File: config.mk
export PLATFORM = sky130hd
export DESIGN_NAME = register_file
export DESIGN_NICKNAME = d
export VERILOG_FILES = /design/src/rtl/register_file.sv
export SDC_FILE = /design/constraint.sdc
export NUM_CORES = 1
export LEC_CHECK = 0
export CORE_ASPECT_RATIO = 1.1
export CORE_MARGIN = 2
export CORE_UTILIZATION = 48
export DETAILED_ROUTE_END_ITERATION = 10
export PLACE_DENSITY = 0.74
export SLEW_MARGIN = 5
export SYNTH_ARGS = -nofsm -noshare
export SYNTH_HDL_FRONTEND = slang
export SYNTH_SLANG_ARGS = --single-unit
File: constraint.sdc
create_clock -name clk -period 4.1 [get_ports clk]
set_input_delay 0.82 -clock clk [delete_from_list [all_inputs] [get_ports clk]]
set_output_delay 0.82 -clock clk [all_outputs]
set_load 0.005 [all_outputs]
File: src/rtl/register_file.sv
// register_file: 8 x 32-bit register file with one synchronous write port
// and one combinational read port. There is no write-to-read bypass.
module register_file (
    input  logic        clk,
    input  logic        reset_n,
    input  logic        we,
    input  logic [2:0]  wAddr,
    input  logic [31:0] wData,
    input  logic [2:0]  rAddr,
    output logic [31:0] rData
);

    localparam int unsigned DataWidth = 32;
    localparam int unsigned Depth     = 8;

    logic [Depth-1:0]     wSel;
    logic [Depth-1:0]     loadEn;
    logic [DataWidth-1:0] regs [Depth];

    // Write-address decode: one-hot select gated by the write enable
    always_comb begin
        wSel        = '0;
        wSel[wAddr] = 1'b1;
        loadEn      = wSel & {Depth{we}};
    end

    // Storage: reset (active-high despite the name) clears all entries and beats any write
    always_ff @(posedge clk) begin
        if (reset_n) begin
            for (int unsigned i = 0; i < Depth; i++) begin
                regs[i] <= '0;
            end
        end else begin
            for (int unsigned i = 0; i < Depth; i++) begin
                if (loadEn[i]) begin
                    regs[i] <= wData;
                end
            end
        end
    end

    // Read port: plain 8:1 mux on the current register contents
    always_comb begin
        rData = '0;
        case (rAddr)
            3'd0: rData = regs[0];
            3'd1: rData = regs[1];
            3'd2: rData = regs[2];
            3'd3: rData = regs[3];
            3'd4: rData = regs[4];
            3'd5: rData = regs[5];
            3'd6: rData = regs[6];
            3'd7: rData = regs[7];
            default: rData = '0;
        endcase
    end

endmodule

Word-level counts from Yosys, hierarchy flattened
Memories as Yosys holds them, arrays and structs flattened.
Index checks and enable logic that the tools add are counted.
- register bits after elaboration: 0
- bits in latches: 0
- bits in writable memories: 256
- ROM bits: 0
- logic and storage cells: 58
- memories: 1
- add/subtract/negate cells: 0
- multipliers: 0
- divide/modulo/power cells: 0
- order comparisons: 2
- eq/ne operators: 7
- shift-type cells: 0
- muxes and demuxes: 37
- bitwise gates (word level): 9
- reduce and logical (&&, ||, !) cells: 2
- memory list (memory ; depth ; width ; rd ports ; clocked after memory_dff ; wr ports ; line ; RTL):
    regs ; 8 ; 32 ; 8 ; 0 ; 8 ; 18 ; logic [DataWidth-1:0] regs [Depth];
- operator list (kind ; number):
    $mux 32 ; 8
    $pmux 32 s8 ; 1
    $mux 1 ; 27
    $eq 3x3->1 const B ; 4
    $and 8x8->8 ; 1
    $or 1x1->1 ; 8
    $eq 3x2->1 const B ; 2
    $lt 3x4->1 const B ; 1
    $demux 1 s3 ; 1
    $eq 3x1->1 const B ; 1
    $ge 3x1->1 const B ; 1
    $logic_not 3->1 ; 1
    $logic_and 1x1->1 ; 1

Depth between registers and ports, before layout
- depth in word-level cells: 9
- gate-level depth with buffers: 6
- depth with buffers taken out: 3

Worst setup path after synthesis
OpenSTA, ideal clock, no wires.
- path type: in2out
- start: input rAddr[1]
- end: output rData[0]
- data arrival time: 1.737 ns
- data required time: 3.280 ns
- path slack: 1.543 ns
- stages on the path: 5
- cells stage by stage: buf_6 or3_1 buf_6 buf_6 o22a_1
- cells in the longest elaborated chain, start to end: 2
- elaborated cells on any way between the ends: 9
- those cells by class: eq/ne (7); mux (1); reduce/logical (1)
- ends and longest elaborated chain (what ; line ; RTL):
    from (decl) ; 9 ; input logic [2:0] rAddr,
    $eq 3x3->1, or another cell as far along ; 45 ; case (rAddr)
    $pmux 32 s8 * ; 45 ;
    to (decl) ; 10 ; output logic [31:0] rData
Every way passes the cells marked *; elsewhere a longest branch is shown, timed or not.

Worst setup path in the final report
- start: input rAddr[2]
- end: output rData[10]
Same word-level chain as after synthesis.

==> impl_metrics.toml <==
[global_route]
antenna_found_initial = 0
grt_pass1_wl_um = 39500
grt_max_degree = 50
grt-ovfl-total = 0
first_global_vias = 6961
track_usage = 0.213

[route]
met2_wirelength_um = 12500
highest_layer = "met4"
viasPerCell = 5.67
routed_wl_um = 25500
wl_met1_um = 10500
drcViolationCount = 0
drt_iter0_drc = 619
vias = 6911
antenna_left = 0
firstDrtPassIters = 5
drt-wirelength-per-cell_um = 20.9
dr_wl_met3_um = 1920

[clock_network]
cts.clk_slew.worst_paths_ns = 0.06
root_buffer = "clkbuf_16"
cts_buffer_depth = 3
cts_tree = "done"
cts_hold_buf = 0
cts_buffers = 24
cts-resized-gates = 0
h-tree-depth = 1
post-cts-setup-buffers = 0
clock_sinks = 256

[floorplan]
fp.dieH_um = 163
core_area_sq_um = 22800
io_pins = 73
initial_utilization = 0.486
die-area_sq_um = 24300
num_rows = 58
fp.dieW_um = 149

[finish]
drive_gt1_frac = 0.0903
fin_nets = 943
nFillCells = 1859
layout_commonest_cell = "edfxtp_1"
mostFrequentLayoutCells = "256 x edfxtp_1, 199 x nor2_1, 87 x mux2i_1, 69 x clkdlybuf4s50_1, 58 x inv_1"
syn_to_final_growth_pct = 16.7
largest_reg_flops = 256
top_register = "regs"
diodes = 0
top_regs = "regs (256)"

[setup_path]
critical_path.max_fanout = 49
critical_path_class = "in2out"
cp-end-kind = "output pin"
arrival_ns = 2.87
worstPathRequired_ns = 3.28
cp-start-kind = "primary input"
crit_path_start = "rAddr[2]"

[worst_hold_path]
whs_path_depth = 3
hp-class = "in2reg"
hold_path_startpoint = "wData[0]"

[placement]
globalplace.congestion = 0.761
dpl.hpwl_um = 14600
io_buffers = 72

[sta]
setup_total_negative_slack_ns = 0
rsz0062_at_grt = "false"
maxSlewViolCount = 0
hold_viol_final = 0
worst_pin_slew_ns = 0.733
fmax_ghz = 0.271
period_share = 0.901
slew_headroom = 0.512
finalCriticalPeriod_ns = 3.69
setup_viol = 0

[logic_synthesis]
seq_area_frac_synth = 0.693
synthMuxAreaShare = 0.0826
yosysWarnings = 0
synth-compound-area-share = 0.0740
synth_seq_cells = 256
ys_types = 29
synth_top_family_by_area = "simple AND/OR/NAND/NOR gates"
synth_xor_area_frac = 0
synthAdderAreaFrac = 0
syn-cell-area_sq_um = 11100
synthCells = 828
syn-num-nets = 869
synth_simple_gate_area_share = 0.102
postSynthAreaPerCell_sq_um = 13.4

[run_status]
outcome = "finished clean"

[power_and_ir_drop]
p_per_area_nw_per_um2 = 453
ir_drop_uv = 362
power_leakage_uw = 0.00484
p_total_uw = 5860

[flow_run]
cap_viol_max_count = 0
[per-layer routing]
metal	global-route usage	vias to the layer above
met1	0.290	3428
met2	0.363	306
met5	0	-
li1	-	3144
met4	0.0524	0
met3	0.0313	33
[metrics by stage]
stage / instance area, sq um / hold slack [ns] / std cells / setup slack, ns / utilization
6_report: 12900 / 1.12 / 1219 / 0.406 / 0.568
5_1_grt: 12900 / 1.15 / 1219 / 0.259 / 0.568
4_1_cts: 12900 / 1.11 / 1219 / 0.392 / 0.568
3_5_place_dp: 12200 / 1.65 / 1176 / 0.407 / 0.535
3_3_place_gp: 12200 / 1.65 / 1176 / 0.443 / 0.535
2_1_floorplan: 11100 / 1.12 / 828 / 1.54 / -
[final cells by class]
| cell class | count | area [sq um] | share of cell area |
|---|---|---|---|
| clock inverter | 16 | 126 | 0.00977 |
| sequential | 256 | 7690 | 0.594 |
| tap | 300 | 375 | 0.0290 |
| clock buffer | 27 | 633 | 0.0489 |
| inverter | 58 | 218 | 0.0168 |
| timing repair buffer | 104 | 1010 | 0.0781 |
| multi-input combinational | 458 | 2890 | 0.223 |
[kinds of logic (layout without fill, tap and decap cells)]
group	after synthesis	count (layout)
AO/OA/AOI/OAI	103	103
buffers and inverters	114	205
flip-flops	256	256
multiplexers	91	91
AND/OR/NAND/NOR	264	264
[worst paths after layout]
kind / endpoint / slack (ns)
worst max-delay path: rData[10] / 0.41
worst min-delay path: regs[1][96]$_DFFE_PP_ / 1.12
[Yosys cell counts (all sizes together)]
master	instances	area share
nand2b	41	0.023
o211ai	4	0.0027
mux2i	87	0.079
o22a	27	0.021
o22ai	27	0.015
a221oi	25	0.020
inv	58	0.020
nand3	4	0.0018
clkbuf	31	0.011
o2bb2ai	1	0.00079
and3b	1	0.00079
mux2	4	0.0041
a21oi	1	0.00045
a21bo	4	0.0036
a211o	4	0.0032
nor2b	3	0.0017
nand2	9	0.0030
edfxtp	256	0.69
nor3b	6	0.0041
a41o	2	0.0018
buf	25	0.017
o32a	1	0.00090
nor2	199	0.067
a211oi	3	0.0020
or3	1	0.00056
a31oi	4	0.0023
[power breakdown]
group | internal (uW) | switching (uW) | leakage, uW | total (uW)
registers | 3080 | 50.6 | 0.00248 | 3130
clock network | 1230 | 928 | 0.000372 | 2160
logic | 254 | 320 | 0.00199 | 573
total | 4560 | 1300 | 0.00484 | 5860
[critical path, cell delays in order]
cell,delay (ns)
buf_4,0.54
buf_12,0.36
mux2i_1,0.12
a221oi_1,0.26
o22a_1,0.20
clkdlybuf4s50_1,0.51
Note: power is estimated with default switching activity, not from simulation.
